==> src/rtl/pipelined_adder.sv <==
// pipelined_adder: valid/ready pipelined WIDTH-bit adder/subtractor, ripple chunks of CW bits
// with the carry registered between STAGES stages. Define ADDER_OVF_EN to enable the signed-overflow output.
module pipelined_adder #(
  parameter int WIDTH      = 16,
  parameter int STAGES     = 4,
  parameter int PATH_DELAY = 0
) (
  input  logic             clk,
  input  logic             rst_n,
  input  logic             in_valid,
  output logic             in_ready,
  input  logic [WIDTH-1:0] a,
  input  logic [WIDTH-1:0] b,
  input  logic             cin,
  input  logic             sub,
  output logic             out_valid,
  input  logic             out_ready,
  output logic [WIDTH-1:0] sum,
  output logic             cout,
  output logic             ovf
);

  localparam int CW  = WIDTH / STAGES;
  localparam int L   = STAGES - 1;
  localparam int SKN = (STAGES > 1) ? STAGES - 1 : 1;

  // PATH_DELAY is kept for drop-in compatibility; registered outputs are driven with zero delay here.
  if ((STAGES < 1) || ((WIDTH % STAGES) != 0) || (PATH_DELAY < 0)) begin : g_param_check
    $error("pipelined_adder: WIDTH must be a multiple of STAGES >= 1, PATH_DELAY >= 0");
  end

  logic [STAGES-1:0] v_q, v_d;
  logic [STAGES-1:0] c_q, c_d;
  logic [WIDTH-1:0]  s_q [STAGES];
  logic [WIDTH-1:0]  s_d [STAGES];
  logic [WIDTH-1:0]  a_q [SKN];
  logic [WIDTH-1:0]  a_d [SKN];
  logic [WIDTH-1:0]  b_q [SKN];
  logic [WIDTH-1:0]  b_d [SKN];

  logic [WIDTH-1:0]  src_a [STAGES];
  logic [WIDTH-1:0]  src_b [STAGES];
  logic [WIDTH-1:0]  src_s [STAGES];
  logic [STAGES-1:0] src_c;
  logic [STAGES-1:0] src_v;

  logic              adv;
  logic              carry;
  logic [1:0]        fa;

  function automatic logic [1:0] full_add(input logic x, input logic y, input logic ci);
    full_add = {(x & y) | (ci & (x ^ y)), x ^ y ^ ci};
  endfunction

  // Stage 0 reads the ports (B and carry already inverted for subtract); stage k reads stage k-1 registers.
  for (genvar k = 0; k < STAGES; k++) begin : g_src
    if (k == 0) begin : g_head
      assign src_a[k] = a;
      assign src_b[k] = b ^ {WIDTH{sub}};
      assign src_c[k] = cin ^ sub;
      assign src_s[k] = '0;
      assign src_v[k] = in_valid;
    end else begin : g_body
      assign src_a[k] = a_q[k-1];
      assign src_b[k] = b_q[k-1];
      assign src_c[k] = c_q[k-1];
      assign src_s[k] = s_q[k-1];
      assign src_v[k] = v_q[k-1];
    end
  end

  always_comb begin
    carry = 1'b0;
    fa    = '0;
    v_d   = '0;
    c_d   = '0;
    for (int unsigned k = 0; k < STAGES; k++) begin
      s_d[k] = src_s[k];
      carry  = src_c[k];
      for (int unsigned i = 0; i < CW; i++) begin
        fa                 = full_add(src_a[k][k*CW+i], src_b[k][k*CW+i], carry);
        s_d[k][k*CW+i]     = fa[0];
        carry              = fa[1];
      end
      c_d[k] = carry;
      v_d[k] = src_v[k];
    end
    for (int unsigned k = 0; k < SKN; k++) begin
      a_d[k] = src_a[k];
      b_d[k] = src_b[k];
    end
  end

  assign adv = ~v_q[L] | out_ready;

  always_ff @(posedge clk or negedge rst_n) begin
    if (!rst_n) begin
      v_q <= '0;
      c_q <= '0;
      for (int unsigned k = 0; k < STAGES; k++) begin
        s_q[k] <= '0;
      end
      for (int unsigned k = 0; k < SKN; k++) begin
        a_q[k] <= '0;
        b_q[k] <= '0;
      end
    end else if (adv) begin
      v_q <= v_d;
      c_q <= c_d;
      for (int unsigned k = 0; k < STAGES; k++) begin
        s_q[k] <= s_d[k];
      end
      for (int unsigned k = 0; k < SKN; k++) begin
        a_q[k] <= a_d[k];
        b_q[k] <= b_d[k];
      end
    end
  end

`ifdef ADDER_OVF_EN
  logic ovf_q, ovf_d;

  always_comb begin
    ovf_d = (src_a[L][WIDTH-1] == src_b[L][WIDTH-1]) & (s_d[L][WIDTH-1] != src_a[L][WIDTH-1]);
  end

  always_ff @(posedge clk or negedge rst_n) begin
    if (!rst_n) begin
      ovf_q <= 1'b0;
    end else if (adv) begin
      ovf_q <= ovf_d;
    end
  end

  assign ovf = ovf_q;
`else
  assign ovf = 1'b0;
`endif

  assign in_ready  = adv;
  assign out_valid = v_q[L];
  assign sum       = s_q[L];
  assign cout      = c_q[L];

endmodule

==> config.mk <==
export PLATFORM = sky130hd
export DESIGN_NAME = pipelined_adder
export DESIGN_NICKNAME = d
export VERILOG_FILES = /design/src/rtl/pipelined_adder.sv
export SDC_FILE = /design/constraint.sdc
export NUM_CORES = 1
export LEC_CHECK = 0
export BUFFER_PORTS_ARGS = -buffer_cell sky130_fd_sc_hd__buf_2
export CORE_MARGIN = 8
export CORE_UTILIZATION = 64
export CTS_BUF_LIST = sky130_fd_sc_hd__clkbuf_8
export CTS_CLUSTER_SIZE = 20
export DETAILED_ROUTE_END_ITERATION = 10
export PLACE_DENSITY = 0.95
export SETUP_SLACK_MARGIN = 0.05
export SLEW_MARGIN = 10
export SYNTH_ARGS = -nofsm -noshare
export SYNTH_HDL_FRONTEND = slang
export SYNTH_SLANG_ARGS = --single-unit
==> constraint.sdc <==
create_clock -name clk -period 5.2 [get_ports clk]
set_clock_uncertainty 0.15 [all_clocks]
set_input_delay 0.78 -clock clk [delete_from_list [all_inputs] [get_ports clk]]
set_output_delay 0.78 -clock clk [all_outputs]
set_load 0.01 [all_outputs]
# Yosys cells after proc, flatten, opt, wreduce, memory -nomap -nowiden
# Cells that the tools add are included.
# word_totals
register_bits	144
input_bits	38
# op_classes
bitwise_logic	84
# op_table
cell	count
bitwise XOR 1 bit	33
AND 1 bit	32
bitwise OR 1 bit	17
bitwise XOR 16 bit	1
NOT 1 bit	1

# Longest topological paths before layout
# Gate-level depths: netlist (run 1).
# logic_depth
ltp_word	10
mapped_depth	10

# Worst setup path before layout (run 1)
# No wires, ideal clock.
# synth_path
path_type	input to register
start	input port sub
end	register s_q, in the netlist s_d[35]
setup_ns	0.125
arrival_ns	3.116
required_ns	4.925
path_slack_ns	1.809
cell_stages	10
n_path_buf	2
path_cell_list	buf_2 buf_2 xor2_1 fa_1 inv_1 fa_1 fa_1 inv_1 fa_1 mux2_2
# synth_lines
item	line_no	source
from (decl)	15	input logic sub,
to (signal, indexed assignment)	111	s_q[k] <= s_d[k];
to (decl)	34	logic [WIDTH-1:0] s_q [STAGES];

==> results_dict.tcl, run 1 <==
set metrics [dict create \
    path_max_fanout 17 \
    cts_hold_buf 0 \
    initial_utilization_pct 66.3 \
    min_path_type "input pin to asynchronous set/reset pin" \
    period_share_pct 59.4 \
    via_count 2196 \
    grt_pass1_wl_microns 11900 \
    cp_data_required_time_ns 5.30 \
    ys_types 16 \
    dieWidth_microns 97.3 \
    core_sq_um 6390 \
    drive_gt1_share_pct 46.9 \
    root_buffer "clkbuf_8" \
    synthCells 276 \
    yosysTopAreaCell "dfrtp_1" \
    placed_area_sq_um 4510 \
    cp.arrival_ns 3.19 \
    netlist_top_cells_area "dfrtp_1 57%, mux2_2 18%, fa_1 7.6%" \
    io_buffers 56 \
    rsz0062_at_grt "false" \
    maxSlewHeadroom_pct 53.7 \
    fin_area_sq_um 4740 \
    drv_cap 0 \
    cts-resized-gates 0 \
    fin_tns_setup_ns 0 \
    p_leak_nw 2.23 \
    cts.sinks 96 \
    critical_path_class "input pin to flop" \
    min_period_ns 3.09 \
    cts_setup_buffers 0 \
    drc 0 \
    cts_tree "done" \
    power_density_nw_per_um2 581 \
    insertion_delay_ns 0.36 \
    avgRoutedWirePerCell_microns 16.6 \
    cp-end-kind "flop" \
    ys_ff_latch 96 \
    die-area_sq_um 9470 \
    syn_nets 330 \
    antenna_cells 0 \
    hold_violations 0 \
    drt_iter0_drc 82 \
    grt_max_degree 54 \
    slew_violations 0 \
    area_delta_synth_final_pct 12.0 \
    overflow 0 \
    ir_drop_mv 0.385 \
    cts-htree-levels 3 \
    die_y_microns 97.3 \
    cts_buffer_depth 2 \
    fmax_ghz 0.324 \
    firstDrtPassIters 4 \
    cts_made_buffers 9 \
    grt_usage_pct 15.7 \
    cp-start-kind "input pin" \
    path_clk_slew_ns 0.09 \
    viasPerCell 5.33 \
    synth_top_area_share_pct 56.8 \
    routabilityCongestion 0.730 \
    nets 384 \
    r2r_cells 3 \
    netlist_area_sq_um 4230 \
    regToRegSetupSlack_ns 2.74 \
    antenna_found_initial 0 \
    dpl.hpwl_microns 4810 \
    synth_area_per_cell_sq_um 15.3 \
    startpoint "sub" \
    tightest_slew_ns 0.695 \
    status "finished clean" \
    r2r-start "v_q[3]" \
    r2r-end "a_d[10]" \
    ys_seq_area_share_pct 56.8 \
    antenna_left 0 \
    pin_count 58 \
    setup_violations 0 \
    grt_pass1_vias 2435 \
    rows 29 \
    drt_wl_total_microns 6850 \
    yosys_warnings 0 \
]
## final cells by class
type                       count  area [sq um]
clock inverter                 6          91.3
fill                         407          1650
multi-input combinational    140          1620
sequential                    96          2400
clock buffer                  10           138
inverter                      25          93.8
timing repair buffer          58           298
tap                           77          96.3
## synthesized netlist by cell type
| master | count |
|---|---|
| xor2_1 | 13 |
| mux2_2 | 68 |
| a21oi_1 | 9 |
| nor3b_1 | 9 |
| inv_1 | 25 |
| mux2i_1 | 4 |
| buf_6 | 6 |
| conb_1 | 1 |
| fa_1 | 16 |
| mux2_4 | 14 |
| nand2b_1 | 1 |
| dfrtp_1 | 96 |
| buf_4 | 1 |
| buf_2 | 8 |
| nand2b_4 | 1 |
| xnor2_1 | 4 |
## state kept, by name (all words and copies together), names as in the netlist
name / count
sum: 16
b_q: 4
v_q: 4
s_d: 24
a_q: 4
a_d: 20
c_q: 4
b_d: 20
## stage by stage
stage	hold WS, ns	cells	setup slack, ns	utilization, %	power, mW
floorplan	0.285	276	1.81	-	1.97
global placement	0.301	396	1.77	70.7	2.17
detailed placement	0.314	396	1.72	70.7	2.25
CTS	0.275	412	2.13	74.2	2.80
global route	0.308	412	2.04	74.2	2.97
finish	0.275	412	2.11	74.2	2.75
## worst max-delay path, cell delays in order
cell and delay [ns]:
buf_2 0.43, xor2_1 0.24, fa_1 0.19, inv_1 0.05, fa_1 0.37, fa_1 0.37
inv_1 0.08, fa_1 0.40, mux2_2 0.27
## worst max path at each step
stage	end	slack [ns]
after floorplan	s_d[35]	1.81
after global placement	s_d[35]	1.77
after detailed placement	s_d[35]	1.72
after CTS	s_d[35]	2.13
after global routing	s_d[35]	2.04
final	s_d[35]	2.11
## cell families (layout without fill, tap and decap cells)
logic type,after synthesis,after routing,synth area share [%]
other,1,1,0.0886
AND/OR/NAND/NOR,11,11,2.07
XOR/XNOR,17,17,3.52
flip-flops,96,96,56.8
adder cells (fa/ha/maj),16,16,7.57
buffers and inverters,40,99,4.94
AO/OA/AOI/OAI,9,9,1.06
multiplexers,86,86,24.0
## report_power, final
| group | total [mW] | switching (mW) | internal [mW] |
|---|---|---|---|
| Combinational | 0.939 | 0.398 | 0.540 |
| Sequential | 1.28 | 0.194 | 1.08 |
| Clock | 0.538 | 0.252 | 0.286 |
## layer usage
metal	wire length, microns	track usage (%)	up-vias	share of wire [%]
met3	432	5.97	8	6.3
met1	3070	20.1	1119	45
met5	0	0	-	0
li1	-	-	1015	-
met2	3280	24.1	54	48
met4	67	4.78	0	0.98
## placed cells by master (no fill, tap or decap), drive strengths merged
| master | n |
|---|---|
| mux2 | 82 |
| clkinv | 3 |
| conb | 1 |
| nor3b | 9 |
| xnor2 | 4 |
| mux2i | 4 |
| dfrtp | 96 |
| a21oi | 9 |
| fa | 16 |
| inv | 26 |
| clkbuf | 10 |
| nand2b | 2 |
| xor2 | 13 |
| buf | 58 |
| bufinv | 2 |
Note: power is estimated with default switching activity, not from simulation.
==> run 2: changes to the inputs <==
ABC_AREA = 1   (was unset)
CORE_UTILIZATION = 59   (was 64)
PLACE_DENSITY = 0.92   (was 0.95)
clock period = 3.1 ns   (was 5.2 ns; I/O delays follow)
==> run 2 against run 1 <==
Effect of this change: utilization is 5.7 points lower; via count increased by 35%; critical path depth is 1 lower; hold slack worse by 0.11 ns; sequential share of layout area rose by 0.61 points; power up 56%; first-iteration DRC count rose by 140%; largest cell class unchanged.
==> results_dict.tcl, run 2 <==
set metrics [dict create \
    drt_wl_total_microns 8090 \
    root_buffer "clkbuf_8" \
    rsz0062_at_grt "false" \
    hp-start "a[12]" \
    drt_iter0_drc 193 \
    fin_area_sq_um 4680 \
    area_delta_synth_final_pct 11.8 \
    yosys_warnings 0 \
    via_count 2956 \
    overflow 0 \
    rows 30 \
    crit_path_max_incr_delay_ns 0.42 \
    ys_seq_area_share_pct 57.3 \
    netlist_top_cells_area "dfrtp_1 57%, nand2_1 17%, fa_1 7.6%" \
    yosysMostFrequentCell "nand2_1" \
    firstDrtPassIters 4 \
    netlist_area_sq_um 4190 \
    drv_cap 0 \
    fmax_ghz 0.412 \
    maxSlewHeadroom_pct 50.5 \
    cts-htree-levels 3 \
    cts_made_buffers 9 \
    insertion_delay_ns 0.36 \
    yosysTopAreaCell "dfrtp_1" \
    place_ws_ns 0.348 \
    initial_utilization_pct 61.3 \
    cp-end-kind "flop" \
    min_to "a_d[28]" \
    grt_max_degree 87 \
    synth_top_area_share_pct 57.3 \
    period_share_pct 78.3 \
    r2r-start "c_q[2]" \
    ys_types 16 \
    grt_usage_pct 17.2 \
    antenna_found_initial 0 \
    async_flop_share_pct 100 \
    regToRegSetupSlack_ns 0.67 \
    p_leak_nw 2.51 \
    min_period_ns 2.43 \
    synth_edf_count 0 \
    synth.top_cells.by_count "188 x nand2_1, 96 x dfrtp_1, 56 x inv_1, 55 x o21ai_0, 16 x fa_1" \
    hold_violations 0 \
    power_density_nw_per_um2 915 \
    ir_drop_mv 0.354 \
    cts.sinks 96 \
    grt_pass1_wl_microns 13700 \
    dpl.hpwl_microns 5830 \
    tightest_slew_ns 0.742 \
    utilization_pct 68.6 \
    path_clk_slew_ns 0.09 \
    fin_tns_setup_ns 0 \
    die_y_microns 100 \
    r2r_cells 8 \
    syn_nets 510 \
    synth_area_per_cell_sq_um 9.19 \
    cp.arrival_ns 2.54 \
    synthCells 456 \
    grt_pass1_vias 3042 \
    placed_area_sq_um 4490 \
    ys.flop_type "dfrtp_1" \
    cts_buffer_depth 2 \
    final_cell_mix "188 x nand2_1, 96 x dfrtp_1, 57 x inv_1, 55 x o21ai_0, 55 x buf_2" \
    antenna_cells 0 \
    antenna_left 0 \
    cp_data_required_time_ns 3.22 \
    ys_ff_latch 96 \
    drc 0 \
    nets 560 \
    setup_violations 0 \
    min_path_type "input pin to flop" \
    core_sq_um 6830 \
    routabilityCongestion 0.753 \
    crit_path_cell_trace "inv_1 > fa_1 > inv_1 > fa_1 > fa_1 > inv_1 > fa_1 > o21ai_0" \
    cts_tree "done" \
    path_max_fanout 2 \
    status "finished clean" \
    r2r-end "sum[15]" \
    holdPathStages 3 \
    slowest_stage "fa_1" \
    largest_reg_flops 24 \
    pin_count 58 \
    critical_path_class "flop to flop" \
    io_buffers 56 \
    cpMostUsedCell "fa_1" \
    die-area_sq_um 10100 \
    cp-start-kind "flop" \
    viasPerCell 4.87 \
    mostFrequentLayoutCell "nand2_1" \
    slew_violations 0 \
    avgRoutedWirePerCell_microns 13.3 \
    cts-resized-gates 0 \
    drive_gt1_share_pct 15.7 \
    fin_total_pwr_mw 4.29 \
    fin_ws_ns 0.674 \
    dieWidth_microns 100 \
]
## run 2: area by class of cell
type	instances	area, sq um
flip-flops and latches	96	2400
fillers	506	2150
multi-input cells	279	1430
repair buffers	63	338
inverters	57	214
clock buffers	11	151
well taps	96	120
clock inverters	5	32.5
## run 2: cells by family (layout without fill, tap and decap cells)
logic type                 Yosys count  after routing  share of synthesized area, %
xor gates and xnor gates             5              5                          1.05
other                                1              1                        0.0895
buffers and inverters               81            136                          8.63
DFF                                 96             96                          57.3
and+or+nand+nor                    202            202                          18.7
AOI/OAI and AO/OA                   55             55                          6.57
adders and majority gates           16             16                          7.64
## run 2: worst max path at each step
stage / from / end / slack (ns)
2_1_floorplan: sub / s_d[35] / 0.25
3_3_place_gp: sub / s_d[35] / 0.46
3_5_place_dp: sub / s_d[35] / 0.35
4_1_cts: c_q[2] / sum[15] / 0.65
5_1_grt: c_q[2] / sum[15] / 0.56
6_report: c_q[2] / sum[15] / 0.67
## run 2: repair_timing
action	4_1_cts	5_1_grt
hold buffers	1	0
buffers inserted	0	0
endpoints found under the setup margin	0	0
endpoints found under the hold margin	46	0
## run 2: critical path: cells and delay by family (launching register included)
family                     cells  cell delay, ns
AOI/OAI and AO/OA              1            0.20
adders and majority gates      4            1.37
buffers and inverters          3            0.23
DFF                            1            0.39
## run 2: routing by layer
layer  global-route usage, %  share of wire [%]  vias to the layer above
met3                    2.91                4.3                       17
li1                        -                  -                     1467
met1                    21.9                 43                     1394
met4                    9.53                2.9                        0
met2                    27.3                 49                       78
met5                       0                  0                        -
## run 2: stage by stage
step | hold WS (ns) | cells
after floorplan | 0.0194 | 456
after global placement | 0.285 | 590
after detailed placement | 0.300 | 590
after CTS | 0.155 | 607
after global routing | 0.172 | 607
final | 0.162 | 607
## run 2: power by group
| group | internal [mW] | total, mW | switching, mW |
|---|---|---|---|
| registers | 1.80 | 2.08 | 0.273 |
| clock network | 0.333 | 0.742 | 0.409 |
| logic | 0.547 | 1.47 | 0.922 |
| total | 2.68 | 4.29 | 1.60 |
